`config.mk`:
```
export PLATFORM = sky130hd
export DESIGN_NAME = lsu_mem_master_flat
export DESIGN_NICKNAME = d
export VERILOG_FILES = /design/src/rtl/lsu_mem_master_if.sv /design/src/rtl/lsu_mem_master.sv /design/src/flat_wrapper.sv
export SDC_FILE = /design/constraint.sdc
export NUM_CORES = 1
export LEC_CHECK = 0
export CAP_MARGIN = 20
export CELL_PAD_IN_SITES_DETAIL_PLACEMENT = 0
export CELL_PAD_IN_SITES_GLOBAL_PLACEMENT = 1
export CORE_MARGIN = 2
export CORE_UTILIZATION = 29
export DETAILED_ROUTE_END_ITERATION = 8
export PLACE_DENSITY_LB_ADDON = 0.12
export SLEW_MARGIN = 0
export SYNTH_ARGS = -nofsm -noshare
export SYNTH_HDL_FRONTEND = slang
export SYNTH_SLANG_ARGS = --single-unit
```
`constraint.sdc`:
```
create_clock -name i_clk -period 7.6 [get_ports i_clk]
set_input_delay 1.14 -clock i_clk [delete_from_list [all_inputs] [get_ports i_clk]]
set_output_delay 1.14 -clock i_clk [all_outputs]
set_load 0.005 [all_outputs]
```
`src/rtl/lsu_mem_master_if.sv`:
```
// Request/response and data-memory bus of the LSU memory master.
// The master modport is the LSU side; the slave modport is the core plus memory side.
interface lsu_mem_master_if;
    logic        req_valid;
    logic        req_ready;
    logic        req_we;
    logic [31:0] req_addr;
    logic [31:0] req_wdata;
    logic [2:0]  req_mask;
    logic        rsp_valid;
    logic        rsp_ready;
    logic [31:0] rsp_rdata;
    logic [1:0]  rsp_err;
    logic [31:0] mem_addr;
    logic [31:0] mem_wdata;
    logic [2:0]  mem_mask;
    logic        mem_wr_en;
    logic        mem_rd_en;
    logic [31:0] mem_rdata;

    modport master (
        input  req_valid, req_we, req_addr, req_wdata, req_mask, rsp_ready, mem_rdata,
        output req_ready, rsp_valid, rsp_rdata, rsp_err,
        output mem_addr, mem_wdata, mem_mask, mem_wr_en, mem_rd_en
    );

    modport slave (
        output req_valid, req_we, req_addr, req_wdata, req_mask, rsp_ready, mem_rdata,
        input  req_ready, rsp_valid, rsp_rdata, rsp_err,
        input  mem_addr, mem_wdata, mem_mask, mem_wr_en, mem_rd_en
    );
endinterface

```
`src/rtl/lsu_mem_master.sv`:
```
// Load/store initiator for the word-addressed data memory; all outputs are registered.
// Optional macro LSU_MISALIGN_SPLIT_EN services misaligned H/HU/W as byte-sequential accesses.
module lsu_mem_master #(
    parameter int MEM_WORDS = 1024
) (
    input  logic             i_clk,
    input  logic             i_reset,
    lsu_mem_master_if.master bus
);

    typedef enum logic [1:0] {
        ST_IDLE   = 2'd0,
        ST_ACCESS = 2'd1,
        ST_RESP   = 2'd2
`ifdef LSU_MISALIGN_SPLIT_EN
        , ST_SPLIT = 2'd3
`endif
    } state_t;

    localparam logic [29:0] LP_MEM_WORDS = 30'(MEM_WORDS);

    function automatic logic f_mask_legal(input logic we, input logic [2:0] mask);
        case (mask)
            3'b000, 3'b001, 3'b010: return 1'b1;
            3'b100, 3'b101:         return !we;
            default:                return 1'b0;
        endcase
    endfunction

    function automatic logic f_misaligned(input logic [1:0] sz, input logic [1:0] lo);
        case (sz)
            2'b01:   return lo[0];
            2'b10:   return (lo != 2'b00);
            default: return 1'b0;
        endcase
    endfunction

    function automatic logic [2:0] f_size_m1(input logic [1:0] sz);
        case (sz)
            2'b01:   return 3'd1;
            2'b10:   return 3'd3;
            default: return 3'd0;
        endcase
    endfunction

`ifdef LSU_MISALIGN_SPLIT_EN
    function automatic logic [31:0] f_extend(input logic [2:0] mask, input logic [31:0] v);
        case (mask)
            3'b001:  return {{16{v[15]}}, v[15:0]};
            3'b101:  return {16'd0, v[15:0]};
            default: return v;
        endcase
    endfunction
`endif

    state_t      r_state, w_nxt_state;
    logic        r_req_ready, w_nxt_req_ready;
    logic        r_rsp_valid, w_nxt_rsp_valid;
    logic [31:0] r_rsp_rdata, w_nxt_rsp_rdata;
    logic [1:0]  r_rsp_err, w_nxt_rsp_err;
    logic [31:0] r_mem_addr, w_nxt_mem_addr;
    logic [31:0] r_mem_wdata, w_nxt_mem_wdata;
    logic [2:0]  r_mem_mask, w_nxt_mem_mask;
    logic        r_mem_wr_en, w_nxt_mem_wr_en;
    logic        r_mem_rd_en, w_nxt_mem_rd_en;

    logic        w_accept, w_legal, w_misal, w_word_inc, w_last_carry, w_fault;
    logic [2:0]  w_size_m1;
    logic [29:0] w_last_idx;

`ifdef LSU_MISALIGN_SPLIT_EN
    logic        r_we, w_nxt_we;
    logic [31:0] r_addr, w_nxt_addr;
    logic [31:0] r_wdata, w_nxt_wdata;
    logic [2:0]  r_mask, w_nxt_mask;
    logic [1:0]  r_cnt, w_nxt_cnt, w_cnt_inc, w_cnt_last;
    logic [31:0] r_asm, w_nxt_asm, w_lane;

    assign w_cnt_inc  = r_cnt + 2'd1;
    assign w_cnt_last = (r_mask == 3'b010) ? 2'd3 : 2'd1;
`endif

    // Last-byte word index: a carry out of the low two bits bumps the word, a carry out of bit 31 faults.
    assign w_accept   = bus.req_valid && r_req_ready;
    assign w_legal    = f_mask_legal(bus.req_we, bus.req_mask);
    assign w_misal    = f_misaligned(bus.req_mask[1:0], bus.req_addr[1:0]);
    assign w_size_m1  = f_size_m1(bus.req_mask[1:0]);
    assign w_word_inc = (({1'b0, bus.req_addr[1:0]} + w_size_m1) > 3'd3);
    assign {w_last_carry, w_last_idx} = {1'b0, bus.req_addr[31:2]} + {30'd0, w_word_inc};
    assign w_fault    = w_last_carry || (bus.req_addr[31:2] >= LP_MEM_WORDS)
                        || (w_last_idx >= LP_MEM_WORDS);

    // Next-state and next-output logic.
    always_comb begin
        w_nxt_state     = r_state;
        w_nxt_rsp_valid = r_rsp_valid;
        w_nxt_rsp_rdata = r_rsp_rdata;
        w_nxt_rsp_err   = r_rsp_err;
        w_nxt_mem_addr  = 32'd0;
        w_nxt_mem_wdata = 32'd0;
        w_nxt_mem_mask  = 3'b000;
        w_nxt_mem_wr_en = 1'b0;
        w_nxt_mem_rd_en = 1'b0;
`ifdef LSU_MISALIGN_SPLIT_EN
        w_nxt_we    = r_we;
        w_nxt_addr  = r_addr;
        w_nxt_wdata = r_wdata;
        w_nxt_mask  = r_mask;
        w_nxt_cnt   = r_cnt;
        w_nxt_asm   = r_asm;
        w_lane      = r_asm;
        w_lane[{r_cnt, 3'b000} +: 8] = bus.mem_rdata[7:0];
`endif
        case (r_state)
            ST_IDLE: begin
                if (w_accept) begin
                    if (!w_legal) begin
                        w_nxt_state     = ST_RESP;
                        w_nxt_rsp_valid = 1'b1;
                        w_nxt_rsp_rdata = 32'd0;
                        w_nxt_rsp_err   = 2'b11;
                    end else if (w_misal) begin
`ifdef LSU_MISALIGN_SPLIT_EN
                        if (w_fault) begin
                            w_nxt_state     = ST_RESP;
                            w_nxt_rsp_valid = 1'b1;
                            w_nxt_rsp_rdata = 32'd0;
                            w_nxt_rsp_err   = 2'b10;
                        end else begin
                            w_nxt_state     = ST_SPLIT;
                            w_nxt_we        = bus.req_we;
                            w_nxt_addr      = bus.req_addr;
                            w_nxt_wdata     = bus.req_wdata;
                            w_nxt_mask      = bus.req_mask;
                            w_nxt_cnt       = 2'd0;
                            w_nxt_asm       = 32'd0;
                            w_nxt_mem_addr  = bus.req_addr;
                            w_nxt_mem_mask  = bus.req_we ? 3'b000 : 3'b100;
                            w_nxt_mem_wdata = bus.req_we ? {24'd0, bus.req_wdata[7:0]} : 32'd0;
                            w_nxt_mem_wr_en = bus.req_we;
                            w_nxt_mem_rd_en = !bus.req_we;
                        end
`else
                        w_nxt_state     = ST_RESP;
                        w_nxt_rsp_valid = 1'b1;
                        w_nxt_rsp_rdata = 32'd0;
                        w_nxt_rsp_err   = 2'b01;
`endif
                    end else if (w_fault) begin
                        w_nxt_state     = ST_RESP;
                        w_nxt_rsp_valid = 1'b1;
                        w_nxt_rsp_rdata = 32'd0;
                        w_nxt_rsp_err   = 2'b10;
                    end else begin
                        w_nxt_state     = ST_ACCESS;
                        w_nxt_mem_addr  = bus.req_addr;
                        w_nxt_mem_wdata = bus.req_wdata;
                        w_nxt_mem_mask  = bus.req_mask;
                        w_nxt_mem_wr_en = bus.req_we;
                        w_nxt_mem_rd_en = !bus.req_we;
                    end
                end else begin
                    w_nxt_state = ST_IDLE;
                end
            end
            ST_ACCESS: begin
                w_nxt_state     = ST_RESP;
                w_nxt_rsp_valid = 1'b1;
                w_nxt_rsp_rdata = r_mem_rd_en ? bus.mem_rdata : 32'd0;
                w_nxt_rsp_err   = 2'b00;
            end
`ifdef LSU_MISALIGN_SPLIT_EN
            ST_SPLIT: begin
                if (r_cnt == w_cnt_last) begin
                    w_nxt_state     = ST_RESP;
                    w_nxt_cnt       = 2'd0;
                    w_nxt_asm       = w_lane;
                    w_nxt_rsp_valid = 1'b1;
                    w_nxt_rsp_rdata = r_we ? 32'd0 : f_extend(r_mask, w_lane);
                    w_nxt_rsp_err   = 2'b00;
                end else begin
                    w_nxt_cnt       = w_cnt_inc;
                    w_nxt_asm       = w_lane;
                    w_nxt_mem_addr  = r_addr + {30'd0, w_cnt_inc};
                    w_nxt_mem_mask  = r_we ? 3'b000 : 3'b100;
                    w_nxt_mem_wdata = r_we ? {24'd0, r_wdata[{w_cnt_inc, 3'b000} +: 8]} : 32'd0;
                    w_nxt_mem_wr_en = r_we;
                    w_nxt_mem_rd_en = !r_we;
                end
            end
`endif
            ST_RESP: begin
                if (bus.rsp_ready) begin
                    w_nxt_state     = ST_IDLE;
                    w_nxt_rsp_valid = 1'b0;
                    w_nxt_rsp_rdata = 32'd0;
                    w_nxt_rsp_err   = 2'b00;
                end else begin
                    w_nxt_state     = ST_RESP;
                end
            end
            default: begin
                w_nxt_state     = ST_IDLE;
                w_nxt_rsp_valid = 1'b0;
                w_nxt_rsp_rdata = 32'd0;
                w_nxt_rsp_err   = 2'b00;
            end
        endcase
        w_nxt_req_ready = (w_nxt_state == ST_IDLE);
    end

    // State, capture and output registers with synchronous active-low reset.
    always_ff @(posedge i_clk) begin
        if (!i_reset) begin
            r_state     <= ST_IDLE;
            r_req_ready <= 1'b0;
            r_rsp_valid <= 1'b0;
            r_rsp_rdata <= 32'd0;
            r_rsp_err   <= 2'b00;
            r_mem_addr  <= 32'd0;
            r_mem_wdata <= 32'd0;
            r_mem_mask  <= 3'b000;
            r_mem_wr_en <= 1'b0;
            r_mem_rd_en <= 1'b0;
`ifdef LSU_MISALIGN_SPLIT_EN
            r_we        <= 1'b0;
            r_addr      <= 32'd0;
            r_wdata     <= 32'd0;
            r_mask      <= 3'b000;
            r_cnt       <= 2'd0;
            r_asm       <= 32'd0;
`endif
        end else begin
            r_state     <= w_nxt_state;
            r_req_ready <= w_nxt_req_ready;
            r_rsp_valid <= w_nxt_rsp_valid;
            r_rsp_rdata <= w_nxt_rsp_rdata;
            r_rsp_err   <= w_nxt_rsp_err;
            r_mem_addr  <= w_nxt_mem_addr;
            r_mem_wdata <= w_nxt_mem_wdata;
            r_mem_mask  <= w_nxt_mem_mask;
            r_mem_wr_en <= w_nxt_mem_wr_en;
            r_mem_rd_en <= w_nxt_mem_rd_en;
`ifdef LSU_MISALIGN_SPLIT_EN
            r_we        <= w_nxt_we;
            r_addr      <= w_nxt_addr;
            r_wdata     <= w_nxt_wdata;
            r_mask      <= w_nxt_mask;
            r_cnt       <= w_nxt_cnt;
            r_asm       <= w_nxt_asm;
`endif
        end
    end

    assign bus.req_ready = r_req_ready;
    assign bus.rsp_valid = r_rsp_valid;
    assign bus.rsp_rdata = r_rsp_rdata;
    assign bus.rsp_err   = r_rsp_err;
    assign bus.mem_addr  = r_mem_addr;
    assign bus.mem_wdata = r_mem_wdata;
    assign bus.mem_mask  = r_mem_mask;
    assign bus.mem_wr_en = r_mem_wr_en;
    assign bus.mem_rd_en = r_mem_rd_en;

endmodule
```
`src/flat_wrapper.sv`:
```
// flat-port wrapper written by rule: the top's interface ports become plain ports
module lsu_mem_master_flat 
#(
    parameter int MEM_WORDS = 1024
)
  (i_clk, i_reset, bus_req_valid, bus_req_we, bus_req_addr, bus_req_wdata, bus_req_mask, bus_rsp_ready, bus_mem_rdata, bus_req_ready, bus_rsp_valid, bus_rsp_rdata, bus_rsp_err, bus_mem_addr, bus_mem_wdata, bus_mem_mask, bus_mem_wr_en, bus_mem_rd_en);
  lsu_mem_master_if bus_i ();
  input  logic i_clk;
  input  logic i_reset;
  input wire logic [$bits(bus_i.req_valid)-1:0] bus_req_valid;
  input wire logic [$bits(bus_i.req_we)-1:0] bus_req_we;
  input wire logic [$bits(bus_i.req_addr)-1:0] bus_req_addr;
  input wire logic [$bits(bus_i.req_wdata)-1:0] bus_req_wdata;
  input wire logic [$bits(bus_i.req_mask)-1:0] bus_req_mask;
  input wire logic [$bits(bus_i.rsp_ready)-1:0] bus_rsp_ready;
  input wire logic [$bits(bus_i.mem_rdata)-1:0] bus_mem_rdata;
  output wire logic [$bits(bus_i.req_ready)-1:0] bus_req_ready;
  output wire logic [$bits(bus_i.rsp_valid)-1:0] bus_rsp_valid;
  output wire logic [$bits(bus_i.rsp_rdata)-1:0] bus_rsp_rdata;
  output wire logic [$bits(bus_i.rsp_err)-1:0] bus_rsp_err;
  output wire logic [$bits(bus_i.mem_addr)-1:0] bus_mem_addr;
  output wire logic [$bits(bus_i.mem_wdata)-1:0] bus_mem_wdata;
  output wire logic [$bits(bus_i.mem_mask)-1:0] bus_mem_mask;
  output wire logic [$bits(bus_i.mem_wr_en)-1:0] bus_mem_wr_en;
  output wire logic [$bits(bus_i.mem_rd_en)-1:0] bus_mem_rd_en;
  assign bus_i.req_valid = bus_req_valid;
  assign bus_i.req_we = bus_req_we;
  assign bus_i.req_addr = bus_req_addr;
  assign bus_i.req_wdata = bus_req_wdata;
  assign bus_i.req_mask = bus_req_mask;
  assign bus_i.rsp_ready = bus_rsp_ready;
  assign bus_i.mem_rdata = bus_mem_rdata;
  assign bus_req_ready = bus_i.req_ready;
  assign bus_rsp_valid = bus_i.rsp_valid;
  assign bus_rsp_rdata = bus_i.rsp_rdata;
  assign bus_rsp_err = bus_i.rsp_err;
  assign bus_mem_addr = bus_i.mem_addr;
  assign bus_mem_wdata = bus_i.mem_wdata;
  assign bus_mem_mask = bus_i.mem_mask;
  assign bus_mem_wr_en = bus_i.mem_wr_en;
  assign bus_mem_rd_en = bus_i.mem_rd_en;
  lsu_mem_master #(.MEM_WORDS(MEM_WORDS)) u_core (.i_clk(i_clk), .i_reset(i_reset), .bus(bus_i));
endmodule
```
==> key figures, run 1 <==
Critical path
  – CP delay by family, top: compound AO/OA/AOI/OAI gates
  – Reg2reg path depth: 5
  – Stages on the worst setup path: 13
  – Reg2reg start: u_core.r_state[0]
  – Kind of end point of the critical path: register
  – Worst-path cell chain: clkdlybuf4s50_1, inv_1, ha_1, ha_1, a31o_2, ha_1, ha_1, nand4_1, o31a_1, o31ai_1, and3_1, buf_16, a21o_1
  – CP required: 7890 ps
  – CP arrival: 4400 ps
  – Crit Path Max Fanout: 24
  – Crit path to: u_core.bus.rsp_rdata[30]
  – Crit-path max cell delay: 560 ps
  – Crit-path slowest cell: and3_1
  – Critical Path Start: bus_req_mask[0]
  – CP most frequent cell: ha_1
  – Critical Path Source Type: input pin
  – FF-to-FF End: u_core.bus.rsp_rdata[30]
  – Crit Path Class: in -> reg
  – Crit path buf inv count: 3
  – R2R setup slack: 5810 ps

Hold path
  – Hold Crit Class: reg -> reg

Cells and area
  – Fin nets: 635
  – Area grow syn2layout: 72.10%
  – Most common cell after layout, fill and taps aside: clkdlybuf4s50_1
  – ANT cells: 0
  – Fin util: 51.04%
  – Leading cell types in the layout, fill and taps excluded: clkdlybuf4s50_1, dfxtp_1, and2_1
  – Share of cells above drive strength 1: 6.427%

Synth
  – Async S/R FF share, synth: 0%
  – Post-Syn Area: 0.003547 sq mm
  – Ys flop type: dfxtp_1
  – Post-synthesis cell type count: 37
  – Post-synth EDFFs: 0
  – Avg Inst Size Synth: 11.78 sq um
  – FF+latch count, synth: 107
  – Sequential area share after synthesis: 60.39%
  – Cells after Synth: 301
  – YS warnings: 0

STA
  – Final min period: 4112 ps
  – Worst-Margin Slew: 619.5 ps
  – Final setup viols: 0
  – Max-slew violation count: 0
  – Tcrit/Tclk final: 54.11%
  – Skew final: 5.906 ps
  – Final hold vios: 0
  – RSZ-0062 raised after global routing: no
  – Worst slew margin: 58.70%
  – Fin Setup TNS: 0 ps
  – Achievable Freq: 243.2 MHz

Clock network
  – Setup bufs post-CTS: 0
  – Clock sink count: 107
  – CTS resizes: 0
  – Clock Path Buffers: 2
  – CTS buffer count: 9
  – Clk pin slew, worst setup/hold paths: 60 ps
  – H-tree depth: 3
  – Worst-Skew Late Latency: 350 ps
  – Root Buffer Master: clkbuf_16
  – Cts hold-fix bufs: 0
  – TritonCTS clock tree: built

GRT
  – Global router's overall resource usage: 14.31%
  – First-pass GRT wire length: 14.41 mm
  – Initial antenna violation count: 0
  – Vias in the first global route: 2929
  – Largest net degree at the start of global routing: 51
  – Remaining Overflow, GRT: 0

Route
  – Initial DRC count: 99
  – Total routed wirelength: 9.228 mm
  – Post-route ant nets: 0
  – Pre-Repair DR Iteration Count: 4
  – Wirelength per Cell: 13.65 um
  – Vias/cell: 4.339
  – Remaining DRCs: 0
  – Vias: 2933

Die
  – Die X: 114.6 um
  – Top-Level Pins: 209
  – Row count: 40
  – Core Area: 0.01196 sq mm
  – Die H: 114.6 um
  – Initial Utilization: 29.65%
  – Die area: 0.01313 sq mm

Placement
  – Buffers on Ports: 208
  – DP Wirelength: 6.853 mm
  – Routability cong.: 0.7587

Power
  – Max IR drop VDD: 137.0 uV
  – Cell leakage power: 2.661 nW
  – Cell Pwr Density: 182.0 mW/mm^2

Run
  – Max Cap Viol: 0

Status
  – Status: finished clean
-- per-layer routing --
layer  part of all wire [%]  global-route usage, %
met4                    2.1                  7.073
met5                      0                      0
met2                     47                  23.20
met3                     10                  6.194
met1                     41                  16.08
-- layout make-up --
| class | instances | area (sq um) |
|---|---|---|
| inverters | 3 | 11.26 |
| clock buffers | 13 | 270.3 |
| repair buffers | 211 | 2145 |
| flip-flops and latches | 107 | 2142 |
| well taps | 147 | 183.9 |
| clock inverters | 3 | 21.27 |
| fillers | 1082 | 5857 |
| multi-input cells | 192 | 1331 |
-- flip-flops by register name (all words and copies together) (netlist names) --
name	count
u_core.bus.rsp_valid	1
u_core.bus.mem_addr	32
u_core.bus.mem_wr_en	1
u_core.bus.rsp_err	2
u_core.bus.mem_wdata	32
u_core.r_state	2
u_core.bus.mem_mask	3
u_core.bus.mem_rd_en	1
u_core.bus.req_ready	1
u_core.bus.rsp_rdata	32
-- power by group --
group / switching (mW) / internal (mW)
Clock: 0.199 / 0.249
Sequential: 0.00284 / 0.568
Combinational: 0.0264 / 0.0647
-- synth_stat cells, types with 3 or more instances --
cell type	instances	area share (%)
a21o_1	32	6.8
a22o_1	32	7.9
and2_1	40	7.1
and2_2	10	2.1
buf_2	4	0.56
buf_6	8	2.5
clkbuf_1	5	0.53
dfxtp_1	107	60
ha_1	7	2.5
inv_1	3	0.32
nand2_1	8	0.85
nand3_1	4	0.56
nor2_1	4	0.42
nor4_1	6	1.1
o21ai_0	3	0.42
-- worst register-to-register path, stage by stage (launching register included) --
cell	delay [ps]
dfxtp_1	380
nand2b_1	170
a21oi_1	300
and3_1	540
buf_16	230
a21o_1	130
-- kinds of logic (layout without fill, tap and decap cells) --
group / count (synthesis) / after routing / synth area share, %
AO/OA/AOI/OAI: 80 / 80 / 17.88
AND/OR/NAND/NOR: 85 / 85 / 14.99
flip-flops: 107 / 107 / 60.39
adder cells (fa/ha/maj): 7 / 7 / 2.469
other: 1 / 20 / 0.1057
buffers and inverters: 21 / 230 / 4.162
-- worst min-delay path by stage --
stage,startpoint,to,depth (start not counted)
2_1_floorplan,u_core.bus.rsp_err[1],u_core.bus.rsp_err[1],2
3_3_place_gp,u_core.bus.rsp_rdata[2],u_core.bus.rsp_rdata[2],1
3_5_place_dp,u_core.bus.rsp_rdata[4],u_core.bus.rsp_rdata[4],1
4_1_cts,u_core.bus.rsp_rdata[4],u_core.bus.rsp_rdata[4],1
5_1_grt,u_core.bus.rsp_rdata[3],u_core.bus.rsp_rdata[3],1
6_report,u_core.bus.rsp_rdata[1],u_core.bus.rsp_rdata[1],1
-- through the flow --
stage / instance area (sq um) / hold slack [ps] / power, mW / setup slack [ps] / std cells
final: 6105 / 474.9 / 1.111 / 3488 / 676
after global routing: 6105 / 502.9 / 1.157 / 3180 / 676
after CTS: 6105 / 479.8 / 1.131 / 3443 / 676
after detailed placement: 5813 / 463.9 / 0.6753 / 3090 / 660
after global placement: 5758 / 457.2 / 0.6754 / 2824 / 658
after floorplan: 3618 / 473.3 / 0.6013 / 4208 / 320
Note: power is estimated with default switching activity, not from simulation.
==> inputs of run 2 (changes only) <==
- CORE_UTILIZATION: 29 -> 27
- clock period: 7.6 -> 4 ns (I/O delays scaled with it)
==> key figures, run 2 (synthesized netlist as in run 1, its figures left out) <==
Status
  – Status: finished clean

STA
  – Max-slew violation count: 0
  – Fin Setup TNS: 0 ps
  – Skew final: 5.518 ps
  – RSZ-0062 raised after global routing: no
  – Achievable Freq: 299.6 MHz
  – Hold slack: 475.6 ps
  – Final setup viols: 0
  – Tcrit/Tclk final: 83.45%
  – Final hold vios: 0
  – Final min period: 3338 ps

Die
  – Initial Utilization: 27.88%
  – Die H: 118.6 um
  – Top-Level Pins: 209
  – Die area: 0.01407 sq mm
  – Row count: 41
  – Die X: 118.6 um
  – Core Area: 0.01272 sq mm

GRT
  – Global router's overall resource usage: 13.35%
  – First-pass GRT wire length: 14.65 mm
  – Vias in the first global route: 2968
  – Initial antenna violation count: 0
  – Largest net degree at the start of global routing: 34
  – Remaining Overflow, GRT: 0

Hold path
  – Hold Crit Class: reg -> reg

Power
  – Cell Pwr Density: 354.9 mW/mm^2
  – Max IR drop VDD: 156.5 uV
  – Cell leakage power: 2.673 nW
  – Clk pwr share: 42.3%
  – Combinational Power Share: 8.0%
  – Internal power: 1.724 mW
  – Reg power frac: 49.7%
  – Sw Share: 20.93%
  – Psw: 0.4565 mW
  – Final Total Pwr: 2.181 mW

Placement
  – Routability cong.: 0.7407
  – Cell area after placement: 0.005832 sq mm
  – Placed insts: 687
  – DP Wirelength: 6.835 mm
  – Buffers on Ports: 208

Route
  – Initial DRC count: 105
  – Total routed wirelength: 9.407 mm
  – DRT met1 WL: 3.732 mm
  – Met3 wire len: 1.129 mm
  – Vias: 2969
  – Pre-Repair DR Iteration Count: 4
  – Wirelength per Cell: 13.38 um
  – Vias/cell: 4.223
  – Remaining DRCs: 0
  – Max layer used: met4
  – Post-route ant nets: 0
  – Met2 WL: 4.293 mm

Clock network
  – Clock sink count: 107
  – Setup bufs post-CTS: 0
  – Root Buffer Master: clkbuf_16
  – TritonCTS clock tree: built
  – CTS buffer count: 9
  – H-tree depth: 3
  – CTS resizes: 0
  – Worst-Skew Late Latency: 350 ps
  – Clock Path Buffers: 2
  – Clk pin slew, worst setup/hold paths: 70 ps
  – Cts hold-fix bufs: 0

Cells and area
  – ANT cells: 0
  – Final instance area: 0.006145 sq mm
  – Fin nets: 637
  – Area grow syn2layout: 73.23%
  – Leading cell types in the layout, fill and taps excluded: clkdlybuf4s50_1, dfxtp_1, and2_1
  – Fill count: 1232
  – Finished Layout Cells: 703
  – Most common cell after layout, fill and taps aside: clkdlybuf4s50_1
  – Share of cells above drive strength 1: 6.968%

Critical path
  – Kind of end point of the critical path: register
  – Crit Path Max Fanout: 25
  – R2R setup slack: 2250 ps
  – CP required: 4290 ps
  – Critical Path Source Type: input pin
  – Crit Path Class: in -> reg
  – CP arrival: 3630 ps

Run
  – Max Cap Viol: 0
[run 2: power groups by stage]
stage	Sequential [mW]	Clock (mW)	Combinational, mW
6_report	1.08	0.923	0.174
5_1_grt	1.09	0.999	0.187
4_1_cts	1.08	0.956	0.175
3_5_place_dp	1.11	0	0.174
3_3_place_gp	1.11	0	0.175
2_1_floorplan	1.11	0	0.0314
[run 2: area by class of cell]
type                       count  area, sq um  share of cell area, %
clock buffer                  11        252.7                  4.113
clock inverter                 5        60.06                 0.9774
inverter                       3        11.26                 0.1833
multi-input combinational    192         1331                  21.67
sequential                   107         2142                  34.86
tap                          172        215.2                  3.502
timing repair buffer         213         2132                  34.70
[run 2: metal layers]
| metal | up-vias | GRT usage [%] |
|---|---|---|
| met3 | 19 | 6.853 |
| met4 | 0 | 6.845 |
| met5 | - | 0 |
| met1 | 1338 | 14.03 |
| li1 | 1478 | - |
| met2 | 134 | 21.80 |
[run 2: worst paths after layout]
check	startpoint	endpoint	cells after the start
worst max register to register	u_core.r_state[0]	u_core.bus.rsp_rdata[30]	6
worst min register to register	u_core.bus.rsp_rdata[8]	u_core.bus.rsp_rdata[8]	1
worst min-delay path	u_core.bus.rsp_rdata[8]	u_core.bus.rsp_rdata[8]	1
worst max-delay path	bus_req_mask[0]	u_core.bus.mem_wdata[31]	13
[run 2: worst max-delay path, stage by stage]
cell and delay [ps]:
clkdlybuf4s50_1 500, inv_1 80, ha_1 200, ha_1 270, a31o_2 150, ha_1 160
ha_1 150, nand4_1 140, o31a_1 300, o31ai_1 390, and4bb_4 300, buf_4 230
and2_1 160
[run 2: metrics by stage]
step,setup slack [ps],util (%)
global route,407.0,48.30
detailed placement,260.8,45.84
finish,662.0,48.30
global placement,385.5,45.84
floorplan,1148,-
CTS,624.0,48.30
